**src/rtl/csr_arb_pkg.sv**
```systemverilog
// Shared CSR types: address/data width defaults and arbiter state encoding.
package csr_arb_pkg;
   localparam int CSR_ADDR_WIDTH = 12;
   localparam int CSR_DATA_WIDTH = 8;

   typedef enum logic [1:0] {
      ST_IDLE  = 2'd0,
      ST_ISSUE = 2'd1,
      ST_READ  = 2'd2
   } arb_state_t;

   typedef enum logic {
      GNT_REQ0 = 1'b0,
      GNT_REQ1 = 1'b1
   } gnt_t;
endpackage

```
**src/rtl/csr_arb_if.sv**
```systemverilog
// Requester and csr-block signals of the CSR arbiter; slave is the arbiter's view.
interface csr_arb_if
   import csr_arb_pkg::*;
#(
   parameter int ADDR_WIDTH = CSR_ADDR_WIDTH,
   parameter int DATA_WIDTH = CSR_DATA_WIDTH
);
   logic                  req0_i;
   logic                  req0_we_i;
   logic                  req0_lock_i;
   logic [ADDR_WIDTH-1:0] req0_addr_i;
   logic [DATA_WIDTH-1:0] req0_wdata_i;
   logic                  req0_done_o;
   logic [DATA_WIDTH-1:0] req0_rdata_o;

   logic                  req1_i;
   logic                  req1_we_i;
   logic                  req1_lock_i;
   logic [ADDR_WIDTH-1:0] req1_addr_i;
   logic [DATA_WIDTH-1:0] req1_wdata_i;
   logic                  req1_done_o;
   logic [DATA_WIDTH-1:0] req1_rdata_o;

   logic [ADDR_WIDTH-1:0] csr_addr_o;
   logic                  csr_ack_o;
   logic [DATA_WIDTH-1:0] csr_wdata_o;
   logic [DATA_WIDTH-1:0] csr_rdata_i;

   modport slave (
      input  req0_i, req0_we_i, req0_lock_i, req0_addr_i, req0_wdata_i,
      output req0_done_o, req0_rdata_o,
      input  req1_i, req1_we_i, req1_lock_i, req1_addr_i, req1_wdata_i,
      output req1_done_o, req1_rdata_o,
      output csr_addr_o, csr_ack_o, csr_wdata_o,
      input  csr_rdata_i
   );

   modport master (
      output req0_i, req0_we_i, req0_lock_i, req0_addr_i, req0_wdata_i,
      input  req0_done_o, req0_rdata_o,
      output req1_i, req1_we_i, req1_lock_i, req1_addr_i, req1_wdata_i,
      input  req1_done_o, req1_rdata_o,
      input  csr_addr_o, csr_ack_o, csr_wdata_o,
      output csr_rdata_i
   );
endinterface

```
**src/rtl/csr_arb_pick.sv**
```systemverilog
// Combinational winner select: lock keeps the last owner, else fixed priority to req0,
// or round-robin on a tie when CSR_ARB_RR_EN is defined.
module csr_arb_pick (
   input  logic req0,
   input  logic req1,
   input  logic last_gnt,
   input  logic lock,
   output logic gnt_vld,
   output logic gnt
);
   always_comb begin
      gnt_vld = req0 | req1;
      gnt     = 1'b0;
      if (lock && (last_gnt ? req1 : req0)) begin
         gnt = last_gnt;
      end else if (req0 && req1) begin
`ifdef CSR_ARB_RR_EN
         gnt = ~last_gnt;
`else
         gnt = 1'b0;
`endif
      end else begin
         gnt = req1;
      end
   end
endmodule

```
**src/rtl/csr_arb.sv**
```systemverilog
// Two-requester CSR arbiter: write done 2 cycles and read done 3 cycles after the granting IDLE cycle.
// No backpressure; a held request waits in IDLE until granted. Build option CSR_ARB_RR_EN.
module csr_arb
   import csr_arb_pkg::*;
#(
   parameter int ADDR_WIDTH = CSR_ADDR_WIDTH,
   parameter int DATA_WIDTH = CSR_DATA_WIDTH
) (
   input logic      clk,
   input logic      rst_n,
   csr_arb_if.slave bus
);
   arb_state_t            state_q, state_d;
   logic                  owner_q, we_q, lock_q;
   logic                  ack_q, done0_q, done1_q;
   logic [ADDR_WIDTH-1:0] addr_q;
   logic [DATA_WIDTH-1:0] wdata_q, rdata0_q, rdata1_q;
   logic                  gnt_vld, gnt, done_pend;
   logic                  grant_en, ack_d, done_d, rd_cap;

   // The done cycle is not a grant slot: the owner still holds req and its lock is sampled here.
   assign done_pend = done0_q | done1_q;

   csr_arb_pick u_pick (
      .req0     (bus.req0_i),
      .req1     (bus.req1_i),
      .last_gnt (owner_q),
      .lock     (lock_q),
      .gnt_vld  (gnt_vld),
      .gnt      (gnt)
   );

   always_ff @(posedge clk or negedge rst_n) begin
      if (!rst_n) begin
         state_q <= ST_IDLE;
      end else begin
         state_q <= state_d;
      end
   end

   always_comb begin
      state_d = state_q;
      case (state_q)
         ST_IDLE:  if (gnt_vld && !done_pend) state_d = ST_ISSUE;
         ST_ISSUE: state_d = we_q ? ST_IDLE : ST_READ;
         ST_READ:  state_d = ST_IDLE;
         default:  state_d = ST_IDLE;
      endcase
   end

   always_comb begin
      grant_en = (state_q == ST_IDLE) && gnt_vld && !done_pend;
      ack_d    = (state_q == ST_ISSUE) && we_q;
      done_d   = ((state_q == ST_ISSUE) && we_q) || (state_q == ST_READ);
      rd_cap   = (state_q == ST_READ);
   end

   always_ff @(posedge clk or negedge rst_n) begin
      if (!rst_n) begin
         owner_q  <= GNT_REQ1;
         we_q     <= 1'b0;
         lock_q   <= 1'b0;
         addr_q   <= '0;
         wdata_q  <= '0;
         ack_q    <= 1'b0;
         done0_q  <= 1'b0;
         done1_q  <= 1'b0;
         rdata0_q <= '0;
         rdata1_q <= '0;
      end else begin
         if (grant_en) begin
            owner_q <= gnt;
            we_q    <= gnt ? bus.req1_we_i    : bus.req0_we_i;
            addr_q  <= gnt ? bus.req1_addr_i  : bus.req0_addr_i;
            wdata_q <= gnt ? bus.req1_wdata_i : bus.req0_wdata_i;
         end
         ack_q   <= ack_d;
         done0_q <= done_d & ~owner_q;
         done1_q <= done_d & owner_q;
         if (rd_cap && !owner_q) rdata0_q <= bus.csr_rdata_i;
         if (rd_cap && owner_q)  rdata1_q <= bus.csr_rdata_i;
         lock_q  <= (done0_q & bus.req0_lock_i) | (done1_q & bus.req1_lock_i);
      end
   end

   assign bus.csr_addr_o   = addr_q;
   assign bus.csr_wdata_o  = wdata_q;
   assign bus.csr_ack_o    = ack_q;
   assign bus.req0_done_o  = done0_q;
   assign bus.req1_done_o  = done1_q;
   assign bus.req0_rdata_o = rdata0_q;
   assign bus.req1_rdata_o = rdata1_q;
endmodule

```
**src/flat_wrapper.sv**
```systemverilog
// flat-port wrapper written by rule: the top's interface ports become plain ports
module csr_arb_flat import csr_arb_pkg::*;
#(
   parameter int ADDR_WIDTH = CSR_ADDR_WIDTH,
   parameter int DATA_WIDTH = CSR_DATA_WIDTH
)
  (clk, rst_n, bus_req0_i, bus_req0_we_i, bus_req0_lock_i, bus_req0_addr_i, bus_req0_wdata_i, bus_req0_done_o, bus_req0_rdata_o, bus_req1_i, bus_req1_we_i, bus_req1_lock_i, bus_req1_addr_i, bus_req1_wdata_i, bus_req1_done_o, bus_req1_rdata_o, bus_csr_addr_o, bus_csr_ack_o, bus_csr_wdata_o, bus_csr_rdata_i);
  csr_arb_if #(.ADDR_WIDTH(ADDR_WIDTH), .DATA_WIDTH(DATA_WIDTH)) bus_i ();
  input logic clk;
  input logic rst_n;
  input wire logic [$bits(bus_i.req0_i)-1:0] bus_req0_i;
  input wire logic [$bits(bus_i.req0_we_i)-1:0] bus_req0_we_i;
  input wire logic [$bits(bus_i.req0_lock_i)-1:0] bus_req0_lock_i;
  input wire logic [$bits(bus_i.req0_addr_i)-1:0] bus_req0_addr_i;
  input wire logic [$bits(bus_i.req0_wdata_i)-1:0] bus_req0_wdata_i;
  output wire logic [$bits(bus_i.req0_done_o)-1:0] bus_req0_done_o;
  output wire logic [$bits(bus_i.req0_rdata_o)-1:0] bus_req0_rdata_o;
  input wire logic [$bits(bus_i.req1_i)-1:0] bus_req1_i;
  input wire logic [$bits(bus_i.req1_we_i)-1:0] bus_req1_we_i;
  input wire logic [$bits(bus_i.req1_lock_i)-1:0] bus_req1_lock_i;
  input wire logic [$bits(bus_i.req1_addr_i)-1:0] bus_req1_addr_i;
  input wire logic [$bits(bus_i.req1_wdata_i)-1:0] bus_req1_wdata_i;
  output wire logic [$bits(bus_i.req1_done_o)-1:0] bus_req1_done_o;
  output wire logic [$bits(bus_i.req1_rdata_o)-1:0] bus_req1_rdata_o;
  output wire logic [$bits(bus_i.csr_addr_o)-1:0] bus_csr_addr_o;
  output wire logic [$bits(bus_i.csr_ack_o)-1:0] bus_csr_ack_o;
  output wire logic [$bits(bus_i.csr_wdata_o)-1:0] bus_csr_wdata_o;
  input wire logic [$bits(bus_i.csr_rdata_i)-1:0] bus_csr_rdata_i;
  assign bus_i.req0_i = bus_req0_i;
  assign bus_i.req0_we_i = bus_req0_we_i;
  assign bus_i.req0_lock_i = bus_req0_lock_i;
  assign bus_i.req0_addr_i = bus_req0_addr_i;
  assign bus_i.req0_wdata_i = bus_req0_wdata_i;
  assign bus_req0_done_o = bus_i.req0_done_o;
  assign bus_req0_rdata_o = bus_i.req0_rdata_o;
  assign bus_i.req1_i = bus_req1_i;
  assign bus_i.req1_we_i = bus_req1_we_i;
  assign bus_i.req1_lock_i = bus_req1_lock_i;
  assign bus_i.req1_addr_i = bus_req1_addr_i;
  assign bus_i.req1_wdata_i = bus_req1_wdata_i;
  assign bus_req1_done_o = bus_i.req1_done_o;
  assign bus_req1_rdata_o = bus_i.req1_rdata_o;
  assign bus_csr_addr_o = bus_i.csr_addr_o;
  assign bus_csr_ack_o = bus_i.csr_ack_o;
  assign bus_csr_wdata_o = bus_i.csr_wdata_o;
  assign bus_i.csr_rdata_i = bus_csr_rdata_i;
  csr_arb #(.ADDR_WIDTH(ADDR_WIDTH), .DATA_WIDTH(DATA_WIDTH)) u_core (.clk(clk), .rst_n(rst_n), .bus(bus_i));
endmodule
```
**config.mk**
```make
export PLATFORM = sky130hd
export DESIGN_NAME = csr_arb_flat
export DESIGN_NICKNAME = d
export VERILOG_FILES = /design/src/rtl/csr_arb_pkg.sv /design/src/rtl/csr_arb_if.sv /design/src/rtl/csr_arb_pick.sv /design/src/rtl/csr_arb.sv /design/src/flat_wrapper.sv
export SDC_FILE = /design/constraint.sdc
export NUM_CORES = 1
export LEC_CHECK = 0
export ABC_AREA = 1
export CAP_MARGIN = 20
export CORE_ASPECT_RATIO = 0.75
export CORE_MARGIN = 2
export CORE_UTILIZATION = 37
export CTS_CLUSTER_DIAMETER = 100
export DETAILED_ROUTE_END_ITERATION = 8
export PLACE_DENSITY = 0.86
export SYNTH_ARGS = -nofsm -noshare
export SYNTH_HDL_FRONTEND = slang
export SYNTH_HIERARCHICAL = 1
export SYNTH_SLANG_ARGS = --single-unit
```
**constraint.sdc**
```tcl
create_clock -name clk -period 1.6 [get_ports clk]
set_clock_uncertainty 0.05 [all_clocks]
set_input_delay 0.24 -clock clk [delete_from_list [all_inputs] [get_ports clk]]
set_output_delay 0.24 -clock clk [all_outputs]
set_load 0.05 [all_outputs]
```
==> report_table.html, run 1 <==
<table>
<tr><th>Metric</th><th>Value</th></tr>
<tr><th colspan="2">Timing</th></tr>
<tr><td>Final Critical Period</td><td>1.47 ns</td></tr>
<tr><td>Crit share post-route</td><td>91.9%</td></tr>
<tr><td>Minimum hold slack</td><td>0.383 ns</td></tr>
<tr><td>Setup violation total in the final timing report</td><td>0</td></tr>
<tr><td>Slew HR</td><td>69.6%</td></tr>
<tr><td>Maximum operating frequency</td><td>0.680 GHz</td></tr>
<tr><td>Unrepaired setup endpoints after global routing</td><td>false</td></tr>
<tr><td>Final WS setup</td><td>0.130 ns</td></tr>
<tr><td>Slew at the pin with the worst max-slew slack</td><td>0.456 ns</td></tr>
<tr><td>Final Max Tran Viols</td><td>0</td></tr>
<tr><td>Final hold viol count</td><td>0</td></tr>
<tr><th colspan="2">Global route</th></tr>
<tr><td>Vias in the first global route</td><td>1984</td></tr>
<tr><td>Total congestion overflow after global routing</td><td>0</td></tr>
<tr><td>Initial antenna violation count</td><td>0</td></tr>
<tr><td>Pin count of the biggest net entering global routing</td><td>26</td></tr>
<tr><td>Wire length of the first global-routing pass</td><td>8740 µm</td></tr>
<tr><td>Total GRT Usage</td><td>17.1%</td></tr>
<tr><th colspan="2">Synthesis</th></tr>
<tr><td>Syn Nets</td><td>305</td></tr>
<tr><td>Post-synthesis area per instance</td><td>8.39 µm²</td></tr>
<tr><td>Post-synth design cell area</td><td>2090 µm²</td></tr>
<tr><td>Adder-cell area share of the yosys netlist</td><td>0%</td></tr>
<tr><td>Number of instances in the synthesized netlist</td><td>249</td></tr>
<tr><td>Multiplexer share of the synthesized area</td><td>0%</td></tr>
<tr><td>Synthesized flop and latch total</td><td>44</td></tr>
<tr><td>Dominant combinational cell family by area after synthesis</td><td>simple AND/OR/NAND/NOR gates</td></tr>
<tr><td>Register area share after synthesis</td><td>52.8%</td></tr>
<tr><td>Area fraction in compound gates after synthesis</td><td>7.85%</td></tr>
<tr><td>Area contributors post-synth</td><td>dfrtp_1, nand2_1, o21ai_2, nand3_1, inv_1</td></tr>
<tr><td>Number of synthesis warnings</td><td>6</td></tr>
<tr><td>Dominant cell type by area after synthesis</td><td>dfrtp_1</td></tr>
<tr><td>Top cell type's share of synthesized area</td><td>51.5%</td></tr>
<tr><td>Post-synthesis cell type count</td><td>18</td></tr>
<tr><td>Xor and xnor area share after synthesis</td><td>0%</td></tr>
<tr><td>Share of synthesized cell area in and, or, nand and nor gates</td><td>32.2%</td></tr>
<tr><th colspan="2">Placement</th></tr>
<tr><td>Post-Place Cell Area</td><td>3030 µm²</td></tr>
<tr><td>Placement Setup Slack</td><td>-0.0456 ns</td></tr>
<tr><td>HPWL Detailed</td><td>3980 µm</td></tr>
<tr><td>RD Place Congestion</td><td>0.814</td></tr>
<tr><td>Post-Place Cells</td><td>414</td></tr>
<tr><td>Port Buffers</td><td>94</td></tr>
<tr><th colspan="2">Worst hold path</th></tr>
<tr><td>Hold Path Class</td><td>in2async</td></tr>
<tr><th colspan="2">Route</th></tr>
<tr><td>Final routed DRC violation total</td><td>0</td></tr>
<tr><td>Via Count</td><td>1897</td></tr>
<tr><td>Routed length on met1</td><td>2230 µm</td></tr>
<tr><td>Routed wirelength normalized by instance count</td><td>12.1 µm</td></tr>
<tr><td>Total wire length after detailed routing</td><td>5120 µm</td></tr>
<tr><td>Uppermost layer routed</td><td>met4</td></tr>
<tr><td>First DRT Iteration DRCs</td><td>63</td></tr>
<tr><td>Number of iterations in the first detailed-routing pass</td><td>4</td></tr>
<tr><td>Routed wire length on met2</td><td>2580 µm</td></tr>
<tr><td>ANT nets after route</td><td>0</td></tr>
<tr><td>Vias/cell</td><td>4.48</td></tr>
<tr><td>Length of routed met3 wiring</td><td>249 µm</td></tr>
<tr><th colspan="2">Clock tree</th></tr>
<tr><td>Post-CTS Hold Fix Bufs</td><td>1</td></tr>
<tr><td>Clock transition time at the flip-flop clock pins of the worst setup and hold paths</td><td>0.08 ns</td></tr>
<tr><td>CTS sink cnt</td><td>44</td></tr>
<tr><td>Number of buffers added for setup after CTS</td><td>0</td></tr>
<tr><td>Number of buffers created by CTS</td><td>5</td></tr>
<tr><td>Clock latency of the later-clocked register in the worst-skew pair</td><td>0.29 ns</td></tr>
<tr><td>Deepest clock path buffer count</td><td>2</td></tr>
<tr><td>CTS HTree Levels</td><td>2</td></tr>
<tr><td>Post_cts resized</td><td>0</td></tr>
<tr><td>Clock tree from TritonCTS</td><td>done</td></tr>
<tr><td>Buffer type at the clock tree root</td><td>clkbuf_8</td></tr>
<tr><th colspan="2">Finish</th></tr>
<tr><td>Commonest non-fill, non-tap cell in the layout</td><td>nand2_1</td></tr>
<tr><td>FILL cells</td><td>484</td></tr>
<tr><td>Area growth from synthesis to layout</td><td>51.3%</td></tr>
<tr><td>Top library cells by usage in the layout, fill and taps aside</td><td>nand2_1, clkdlybuf4s50_1, buf_4</td></tr>
<tr><td>Ant. Diodes</td><td>0</td></tr>
<tr><td>Finished Cell Area</td><td>3160 µm²</td></tr>
<tr><td>Final Net Count</td><td>403</td></tr>
<tr><td>Fraction of layout cells with a size suffix above 1</td><td>22.1%</td></tr>
<tr><td>Non-filler instance count after layout</td><td>423</td></tr>
<tr><th colspan="2">Pwr</th></tr>
<tr><td>Fraction of power consumed by sequential logic</td><td>29.0%</td></tr>
<tr><td>Cell area power density</td><td>2170 nW/µm²</td></tr>
<tr><td>Share of power burned in the clock network</td><td>12.6%</td></tr>
<tr><td>Switching fraction of total power</td><td>50.4%</td></tr>
<tr><td>Reported net switching power</td><td>3.45 mW</td></tr>
<tr><td>Internal portion of total power</td><td>3.40 mW</td></tr>
<tr><td>Logic pwr share</td><td>58.4%</td></tr>
<tr><td>Maximum vdd drop</td><td>0.000986 V</td></tr>
<tr><td>Total design power</td><td>6.85 mW</td></tr>
<tr><td>Leak pwr</td><td>1.64 nW</td></tr>
<tr><th colspan="2">Die</th></tr>
<tr><td>Horiz. Die Dim</td><td>90.8 µm</td></tr>
<tr><td>Placement Rows</td><td>23</td></tr>
<tr><td>Die Area</td><td>6270 µm²</td></tr>
<tr><td>Initial Utilization</td><td>38.8%</td></tr>
<tr><td>Core Footprint</td><td>5380 µm²</td></tr>
<tr><td>Die height</td><td>69.1 µm</td></tr>
<tr><td>Number of top-level design ports</td><td>95</td></tr>
<tr><th colspan="2">Critical path</th></tr>
<tr><td>Crit. End Element</td><td>flip-flop</td></tr>
<tr><td>Type of the worst setup path</td><td>reg2reg</td></tr>
<tr><td>Highest net fanout along the worst path</td><td>12</td></tr>
<tr><td>Start point of the critical path</td><td>u_core/owner_q</td></tr>
<tr><td>RR Startpoint</td><td>u_core/owner_q</td></tr>
<tr><td>Crit path launch type</td><td>flip-flop</td></tr>
<tr><td>Arrival time reported for the critical path endpoint</td><td>1.60 ns</td></tr>
<tr><td>WP data required</td><td>1.73 ns</td></tr>
<tr><th colspan="2">Run status</th></tr>
<tr><td>Run status</td><td>finished clean</td></tr>
<tr><th colspan="2">Job</th></tr>
<tr><td>Max-capacitance violation count</td><td>0</td></tr>
</table>
[final cells by class]
type,instances,area [µm²],area share [%]
Clock inverter,2,38.8,1.23
Tap cell,75,93.8,2.97
Multi-Input combinational cell,177,836,26.5
Clock buffer,6,82.6,2.61
Inverter,16,60.1,1.90
Timing Repair Buffer,103,946,29.9
Sequential cell,44,1100,34.9
[stage by stage]
stage          utilization [%]  setup TNS [ns]
6_report                  58.7               0
5_1_grt                   58.7               0
3_3_place_gp              56.3               0
2_1_floorplan                -               0
3_5_place_dp              56.3          -0.192
4_1_cts                   58.7               0
[state kept, by name, indices dropped and copies added, names as in the netlist, 2 cells and up]
| name | cells |
|---|---|
| u_core/bus.csr_addr_o | 12 |
| u_core/bus.req1_rdata_o | 8 |
| u_core/bus.req0_rdata_o | 8 |
| u_core/bus.csr_wdata_o | 8 |
| u_core/state_q | 2 |
[final timing paths]
kind,endpoint,slack [ns],depth (start not counted)
min reg2reg,u_core/state_q[1],0.43,1
min,u_core/bus.csr_addr_o[3],0.38,2
max,u_core/bus.csr_addr_o[2],0.13,8
max reg2reg,u_core/bus.csr_addr_o[2],0.13,8
min in group clk,u_core/state_q[1],0.43,1
max in group asynchronous,u_core/owner_q,0.57,3
[layer usage]
layer / track usage, % / vias up
met4: 6.84 / 0
met3: 3.61 / 6
li1: - / 973
met5: 0 / -
met2: 30.5 / 61
met1: 20.0 / 857
[worst max-delay path, stage by stage (launching register included)]
cell     delay [ns]
dfstp_2        0.54
nand2_1        0.06
a21oi_1        0.16
inv_1          0.09
buf_4          0.18
nand2_1        0.09
nand2_1        0.06
nand3_1        0.08
nand2_1        0.05
[power groups by stage]
stage,Sequential (mW),Combinational [mW],Clock [mW]
4_1_cts,1.99,4.04,0.896
3_3_place_gp,1.99,3.95,0
2_1_floorplan,3.58,1.23,0
5_1_grt,2.05,4.24,0.948
3_5_place_dp,2.00,4.04,0
6_report,1.98,4.00,0.866
[cell usage after synthesis]
master,n
a22o_1,1
nand2_1,126
nand3_1,22
dfstp_2,1
nand3_4,3
buf_4,1
o21ai_2,16
nor3_1,1
nor2_1,2
inv_1,16
dfrtp_1,43
a21oi_1,3
clkbuf_4,1
nor2_4,1
buf_6,4
nand4_1,1
buf_2,6
or2_1,1
[cells by family after synthesis]
kind of cell | count (synthesis)
compound gates | 20
simple gates | 157
buf+inv | 28
flops | 44
No activity file was read; power rests on OpenSTA's default activity.
==> run 2: changes to the inputs <==
--- a/config.mk
+++ b/config.mk
@@ -13,6 +13,7 @@
 export CTS_CLUSTER_DIAMETER = 100
 export DETAILED_ROUTE_END_ITERATION = 8
 export PLACE_DENSITY = 0.86
+export SLEW_MARGIN = 25
 export SYNTH_ARGS = -nofsm -noshare
 export SYNTH_HDL_FRONTEND = slang
 export SYNTH_HIERARCHICAL = 1
==> results of run 2 <==
Final layout, timing and power as in run 1 (identical DEF).
